## src/rtl/uart_pkg.sv

```systemverilog
// uart_pkg: definitions shared by the UART blocks (uart_recv, uart_send).
//   DATA_W               - payload width of one character
//   CLK_FREQ_DEF/BAUD_DEF - default sys_clk frequency and line rate
//   state_t              - 3-bit receiver state encoding
//   maj3()               - 2-of-3 majority used for bit decisions
package uart_pkg;

  localparam int DATA_W       = 8;
  localparam int CLK_FREQ_DEF = 50_000_000;
  localparam int BAUD_DEF     = 115200;

  typedef enum logic [2:0] {
    ST_IDLE   = 3'd0,
    ST_START  = 3'd1,
    ST_DATA   = 3'd2,
    ST_PARITY = 3'd3,
    ST_STOP   = 3'd4,
    ST_BREAK  = 3'd5
  } state_t;

  function automatic logic maj3(input logic a, input logic b, input logic c);
    return (a & b) | (a & c) | (b & c);
  endfunction

endpackage

```

## src/rtl/uart_rx_sync.sv

```systemverilog
// uart_rx_sync: two-flop synchronizer for an asynchronous input plus a
// falling-edge detector on the synchronized value. Flops reset to 1 so an
// idle-high line does not produce a false edge when reset is released.
//   sys_clk - system clock, rising edge
//   rst     - asynchronous reset, active-low
//   din     - asynchronous input
//   dout    - synchronized input
//   fall    - one-cycle pulse when dout goes 1 -> 0
module uart_rx_sync (
  input  logic sys_clk,
  input  logic rst,
  input  logic din,
  output logic dout,
  output logic fall
);

  logic meta_q, meta_d;
  logic sync_q, sync_d;
  logic dly_q, dly_d;

  always_comb begin
    meta_d = din;
    sync_d = meta_q;
    dly_d  = sync_q;
  end

  always_ff @(posedge sys_clk or negedge rst) begin
    if (!rst) begin
      meta_q <= 1'b1;
      sync_q <= 1'b1;
      dly_q  <= 1'b1;
    end else begin
      meta_q <= meta_d;
      sync_q <= sync_d;
      dly_q  <= dly_d;
    end
  end

  assign dout = sync_q;
  assign fall = dly_q & ~sync_q;

endmodule

```

## src/rtl/uart_recv.sv

```systemverilog
// uart_recv: UART receiver, 8N1 LSB first (8E1 when UART_RECV_PARITY_EN is
// defined). Each bit is decided by a 2-of-3 majority of samples taken around
// the bit centre; timing re-aligns only on the start edge.
//   sys_clk    - system clock, rising edge
//   rst        - asynchronous reset, active-low
//   rxd        - serial input, asynchronous, idle high
//   out_dat    - last correctly framed byte
//   out_flag   - one-cycle pulse, out_dat updated
//   frame_err  - one-cycle pulse, stop bit sampled low
//   parity_err - one-cycle pulse with out_flag on even-parity mismatch
//                (constant 0 without UART_RECV_PARITY_EN)
//   busy       - high from start-bit detection until back in IDLE
//
// state  | meaning
// IDLE   | line idle, waiting for a falling edge
// START  | validating start bit; a high majority means glitch
// DATA   | shifting in 8 data bits, LSB first
// PARITY | sampling the even-parity bit (UART_RECV_PARITY_EN only)
// STOP   | checking stop bit; leaves at the decision point, mid-bit
// BREAK  | stop bit was low, wait for the line to return high
module uart_recv
  import uart_pkg::*;
#(
  parameter int CLK_FREQ = CLK_FREQ_DEF,
  parameter int BAUD     = BAUD_DEF,
  parameter int BIT_CLKS = CLK_FREQ / BAUD
) (
  input  logic              sys_clk,
  input  logic              rst,
  input  logic              rxd,
  output logic [DATA_W-1:0] out_dat,
  output logic              out_flag,
  output logic              frame_err,
  output logic              parity_err,
  output logic              busy
);

  localparam int H     = BIT_CLKS / 2;
  localparam int CNT_W = $clog2(BIT_CLKS);

  localparam logic [CNT_W-1:0] CNT_S0   = CNT_W'(H - 1);
  localparam logic [CNT_W-1:0] CNT_S1   = CNT_W'(H);
  localparam logic [CNT_W-1:0] CNT_DEC  = CNT_W'(H + 1);
  localparam logic [CNT_W-1:0] CNT_LAST = CNT_W'(BIT_CLKS - 1);

  logic rxd_s, rxd_fall;

  uart_rx_sync u_sync (
    .sys_clk (sys_clk),
    .rst     (rst),
    .din     (rxd),
    .dout    (rxd_s),
    .fall    (rxd_fall)
  );

  state_t            state_q, state_d;
  logic [CNT_W-1:0]  cnt_q, cnt_d;
  logic [2:0]        idx_q, idx_d;
  logic [DATA_W-1:0] shift_q, shift_d;
  logic              s0_q, s0_d;
  logic              s1_q, s1_d;
  logic [DATA_W-1:0] out_dat_q, out_dat_d;
  logic              out_flag_q, out_flag_d;
  logic              frame_err_q, frame_err_d;
  logic              busy_q, busy_d;
`ifdef UART_RECV_PARITY_EN
  logic              par_q, par_d;
  logic              parity_err_q, parity_err_d;
`endif

  logic maj, decide, wrap;

  always_comb begin
    state_d     = state_q;
    cnt_d       = cnt_q;
    idx_d       = idx_q;
    shift_d     = shift_q;
    s0_d        = s0_q;
    s1_d        = s1_q;
    out_dat_d   = out_dat_q;
    out_flag_d  = 1'b0;
    frame_err_d = 1'b0;
    busy_d      = busy_q;
`ifdef UART_RECV_PARITY_EN
    par_d        = par_q;
    parity_err_d = 1'b0;
`endif

    // Samples at H-1 and H are held so the vote at H+1 can use the live sample.
    maj    = maj3(s0_q, s1_q, rxd_s);
    decide = (cnt_q == CNT_DEC);
    wrap   = (cnt_q == CNT_LAST);

    if (state_q != ST_IDLE && state_q != ST_BREAK) begin
      cnt_d = wrap ? '0 : cnt_q + 1'b1;
      if (cnt_q == CNT_S0) s0_d = rxd_s;
      if (cnt_q == CNT_S1) s1_d = rxd_s;
    end

    case (state_q)
      ST_IDLE: begin
        if (rxd_fall) begin
          state_d = ST_START;
          cnt_d   = '0;
          busy_d  = 1'b1;
        end
      end
      ST_START: begin
        if (decide && maj) begin
          state_d = ST_IDLE;
          busy_d  = 1'b0;
        end else if (wrap) begin
          state_d = ST_DATA;
          idx_d   = 3'd0;
        end
      end
      ST_DATA: begin
        if (decide) shift_d[idx_q] = maj;
        if (wrap) begin
          idx_d = idx_q + 3'd1;
          if (idx_q == 3'd7) begin
`ifdef UART_RECV_PARITY_EN
            state_d = ST_PARITY;
`else
            state_d = ST_STOP;
`endif
          end
        end
      end
`ifdef UART_RECV_PARITY_EN
      ST_PARITY: begin
        if (decide) par_d = maj;
        if (wrap) state_d = ST_STOP;
      end
`endif
      ST_STOP: begin
        // Leaving at mid-stop-bit lets a back-to-back start edge be caught.
        if (decide) begin
          if (maj) begin
            out_dat_d  = shift_q;
            out_flag_d = 1'b1;
`ifdef UART_RECV_PARITY_EN
            parity_err_d = ^{shift_q, par_q};
`endif
            state_d = ST_IDLE;
            busy_d  = 1'b0;
          end else begin
            frame_err_d = 1'b1;
            state_d     = ST_BREAK;
          end
        end
      end
      ST_BREAK: begin
        if (rxd_s) begin
          state_d = ST_IDLE;
          busy_d  = 1'b0;
        end
      end
      default: begin
        state_d = ST_IDLE;
        busy_d  = 1'b0;
      end
    endcase
  end

  always_ff @(posedge sys_clk or negedge rst) begin
    if (!rst) begin
      state_q     <= ST_IDLE;
      cnt_q       <= '0;
      idx_q       <= 3'd0;
      shift_q     <= '0;
      s0_q        <= 1'b1;
      s1_q        <= 1'b1;
      out_dat_q   <= '0;
      out_flag_q  <= 1'b0;
      frame_err_q <= 1'b0;
      busy_q      <= 1'b0;
    end else begin
      state_q     <= state_d;
      cnt_q       <= cnt_d;
      idx_q       <= idx_d;
      shift_q     <= shift_d;
      s0_q        <= s0_d;
      s1_q        <= s1_d;
      out_dat_q   <= out_dat_d;
      out_flag_q  <= out_flag_d;
      frame_err_q <= frame_err_d;
      busy_q      <= busy_d;
    end
  end

`ifdef UART_RECV_PARITY_EN
  always_ff @(posedge sys_clk or negedge rst) begin
    if (!rst) begin
      par_q        <= 1'b0;
      parity_err_q <= 1'b0;
    end else begin
      par_q        <= par_d;
      parity_err_q <= parity_err_d;
    end
  end

  assign parity_err = parity_err_q;
`else
  assign parity_err = 1'b0;
`endif

  assign out_dat   = out_dat_q;
  assign out_flag  = out_flag_q;
  assign frame_err = frame_err_q;
  assign busy      = busy_q;

endmodule
```

## config.mk

```make
export PLATFORM = sky130hd
export DESIGN_NAME = uart_recv
export DESIGN_NICKNAME = d
export VERILOG_FILES = /design/src/rtl/uart_pkg.sv /design/src/rtl/uart_rx_sync.sv /design/src/rtl/uart_recv.sv
export SDC_FILE = /design/constraint.sdc
export NUM_CORES = 1
export LEC_CHECK = 0
export CAP_MARGIN = 20
export CELL_PAD_IN_SITES_DETAIL_PLACEMENT = 0
export CELL_PAD_IN_SITES_GLOBAL_PLACEMENT = 2
export CORE_ASPECT_RATIO = 0.5
export CORE_MARGIN = 2
export CORE_UTILIZATION = 38
export DETAILED_ROUTE_END_ITERATION = 7
export PLACE_DENSITY = 0.89
export SLEW_MARGIN = 5
export SYNTH_ARGS = -nofsm -noshare
export SYNTH_HDL_FRONTEND = slang
export SYNTH_SLANG_ARGS = --single-unit
```

## constraint.sdc

```tcl
create_clock -name sys_clk -period 2.3 [get_ports sys_clk]
set_input_delay 0.575 -clock sys_clk [delete_from_list [all_inputs] [get_ports sys_clk]]
set_output_delay 0.575 -clock sys_clk [all_outputs]
set_load 0.02 [all_outputs]
```

==> qor.yml <==
logic_synthesis:
  synth-seq-cells: 39
  syn_inst: 177
  synth_ff_type: "dfrtp_1"
  synth_top_area_share: 0.429
  synth_nets: 186
  netlist-cell-type-count: 52
  ys_seq_area_frac: 0.495
  synth.avg_cell_area_um2: 11.2
  syn-cell-area_um2: 1980
  async_flop_share: 1.00
  synth_edf_count: 0
  synth_warnings: 0
  yosysTopAreaCell: "dfrtp_1"
  ys_top_cells_by_area: "dfrtp_1 (43%), dfstp_2 (6.6%), mux2_1 (6.2%)"
global_route:
  grt_pass1_wl_um: 6670
  track_usage: 0.151
  overflow: 0
  grt_pass1_vias: 1386
  grt_max_degree: 40
  antenna_found_initial: 0
setup_path:
  worstSetupPathType: "reg2reg"
  cpMaxStageDelayCell: "dfrtp_1"
  reg2reg_depth: 6
  crit_buf_inv: 1
  critPathMaxStageDelay_ns: 0.43
  required_ns: 2.48
  start_kind: "register"
  r2r_slack_ns: 0.17
  path_cells: "inv_1, ha_1, and4b_2, nand3_1, nor2_2, mux2_2"
  critPathMaxFanout: 8
  r2r_end: "out_dat[3]"
  crit_family: "simple AND/OR/NAND/NOR gates"
  r2r_start: "cnt_q[0]"
  end_kind: "register"
  crit_arrival_ns: 2.32
clock_tree:
  cts_buffers: 5
  clock_path_buffers: 2
  cts_htree_levels: 2
  postCtsSetupBuffers: 0
  numClockSinks: 39
  clkLatencyLatePin_ns: 0.30
  cts_root_buf: "clkbuf_8"
  cts_hold_buf: 0
  cts_tree: "done"
  cts_resized: 0
  cts.clk_slew.worst_paths_ns: 0.07
final_layout:
  multi_input_area_um2: 950
  layout.filler_cells: 493
  nets: 207
  area_growth_pct: 16.0
  fin_area_um2: 2300
  n_antenna_cell: 0
  instances_no_fill: 269
  drive_above_1_share: 0.176
  seqCellArea_um2: 982
timing:
  fin_skew_ns: 0.00735
  rsz0062_at_grt: "no"
  slew_headroom: 0.414
  final.setup.tns_ns: 0
  period_minus_slack_ns: 2.13
  setup_viol: 0
  fin_ws_ns: 0.165
  finalHoldViolations: 0
  min_period_over_period: 0.928
  drv_slew: 0
  worst_pin_slew_ns: 0.879
  max_freq_mhz: 468
placement:
  dp_hpwl_um: 2670
  place.gp.congestion: 0.812
  dp.cells: 261
  place_ws_ns: 0.144
  io_buffers: 13
  dpl_cell_area_um2: 2220
hold_path:
  hold_path_depth: 0
  worstHoldPathType: "reg2reg"
  hp-start: "u_sync.meta_q"
  min_to: "u_sync.dout"
detailed_routing:
  drtIter0Drc: 61
  wl_met1_um: 1990
  routed_wl_um: 3910
  via_per_inst: 5.17
  drcViolationCount: 0
  wl_met3_um: 100
  dr.pass1.iters: 4
  dr_wl_met2_um: 1770
  ant_nets: 0
  wl_per_cell_um: 14.5
  top_layer: "met4"
  vias: 1392
job:
  drv_cap: 0
floorplan:
  rows: 18
  dieArea_um2: 5850
  io_pins: 15
  core_area_um2: 4980
  start_util: 0.398
  die_w_um: 106
  die_h_um: 55.1
power_and_ir_drop:
  leakage_nw: 1.02
  power.density_nw_per_um2: 785
  ir_worst_vdd_v: 0.000294
run_status:
  status: "completed"
## stage by stage
step / total power, mW / util / hold WS [ns]
after detailed placement: 1.36 / 0.445 / 0.348
after floorplan: 1.21 / - / 0.279
after CTS: 1.83 / 0.462 / 0.360
after global placement: 1.36 / 0.445 / 0.346
after global routing: 1.93 / 0.462 / 0.360
final: 1.81 / 0.462 / 0.358
## registers in the layout, indices dropped and copies added (netlist names)
register / cells
busy: 1
s1_q: 1
out_dat: 8
out_flag: 1
idx_q: 3
cnt_q: 9
state_q: 3
u_sync.dout: 1
shift_q: 8
u_sync.dly_q: 1
s0_q: 1
u_sync.meta_q: 1
frame_err: 1
## metal layers
layer,vias up,GRT usage
li1,687,-
met1,685,0.198
met2,15,0.243
met3,5,0.0386
met4,0,0.0658
met5,-,0
## how the worst max path moves through the flow
stage,startpoint,end,cells past startpoint
after floorplan,cnt_q[2],state_q[0],5
after detailed placement,cnt_q[0],out_dat[7],6
after CTS,cnt_q[0],out_dat[6],6
final,cnt_q[0],out_dat[3],6
after global routing,cnt_q[0],out_dat[0],6
after global placement,cnt_q[0],out_dat[6],6
## cell usage after synthesis, types with 2 or more instances
| master | count |
|---|---|
| dfrtp_1 | 34 |
| nor2_1 | 15 |
| nand2_1 | 14 |
| mux2_1 | 11 |
| mux2_2 | 8 |
| nand3_1 | 7 |
| ha_1 | 6 |
| nor2b_1 | 6 |
| xor2_1 | 6 |
| dfstp_2 | 5 |
| a21o_1 | 3 |
| a21oi_1 | 3 |
| clkbuf_1 | 3 |
| inv_1 | 3 |
| nor3b_1 | 3 |
| o21ai_0 | 3 |
| or4_1 | 3 |
| a221o_1 | 2 |
| buf_2 | 2 |
| nand4_1 | 2 |
| nand4b_1 | 2 |
| nor3_1 | 2 |
| o2111ai_1 | 2 |
| o211ai_1 | 2 |
| o31ai_1 | 2 |
| or2_1 | 2 |
## cell usage in the layout (no fill, tap or decap), types with 2 or more instances in the layout
master	instances
nand3_1	7
dfrtp_1	34
o21ai_0	3
ha_1	6
or2_1	2
mux2_1	11
nor3_1	2
clkbuf_8	5
a221o_1	2
nand4b_1	2
a21o_1	3
o211ai_1	2
nor2_1	15
dfstp_2	5
nor2b_1	6
nand2_1	14
xor2_1	6
a21oi_1	3
inv_1	3
o31ai_1	2
or4_1	3
nand4_1	2
buf_4	8
o2111ai_1	2
clkdlybuf4s50_1	12
mux2_2	8
nor3b_1	3
## layout make-up
class	instances	area share
flip-flops and latches	39	0.427
multi-input cells	128	0.413
repair buffers	21	0.0805
well taps	70	0.0381
clock buffers	6	0.0315
clock inverters	2	0.00544
inverters	3	0.00489
## power by group
part / total [mW] / leakage, nW / switching, mW / internal, mW
combinational: 0.487 / 0.465 / 0.265 / 0.222
clock: 0.457 / 0.0412 / 0.245 / 0.212
sequential: 0.864 / 0.510 / 0.101 / 0.762
## cells by family after synthesis
| group | Yosys count | share of synthesized area |
|---|---|---|
| flip-flops | 39 | 0.495 |
| AO/OA/AOI/OAI | 26 | 0.0978 |
| multiplexers | 19 | 0.108 |
| buffers and inverters | 10 | 0.0259 |
| adder cells (fa/ha/maj) | 7 | 0.0429 |
| XOR/XNOR | 7 | 0.0309 |
| other | 1 | 0.00189 |
| AND/OR/NAND/NOR | 68 | 0.197 |
No activity file was read; power rests on OpenSTA's default activity.
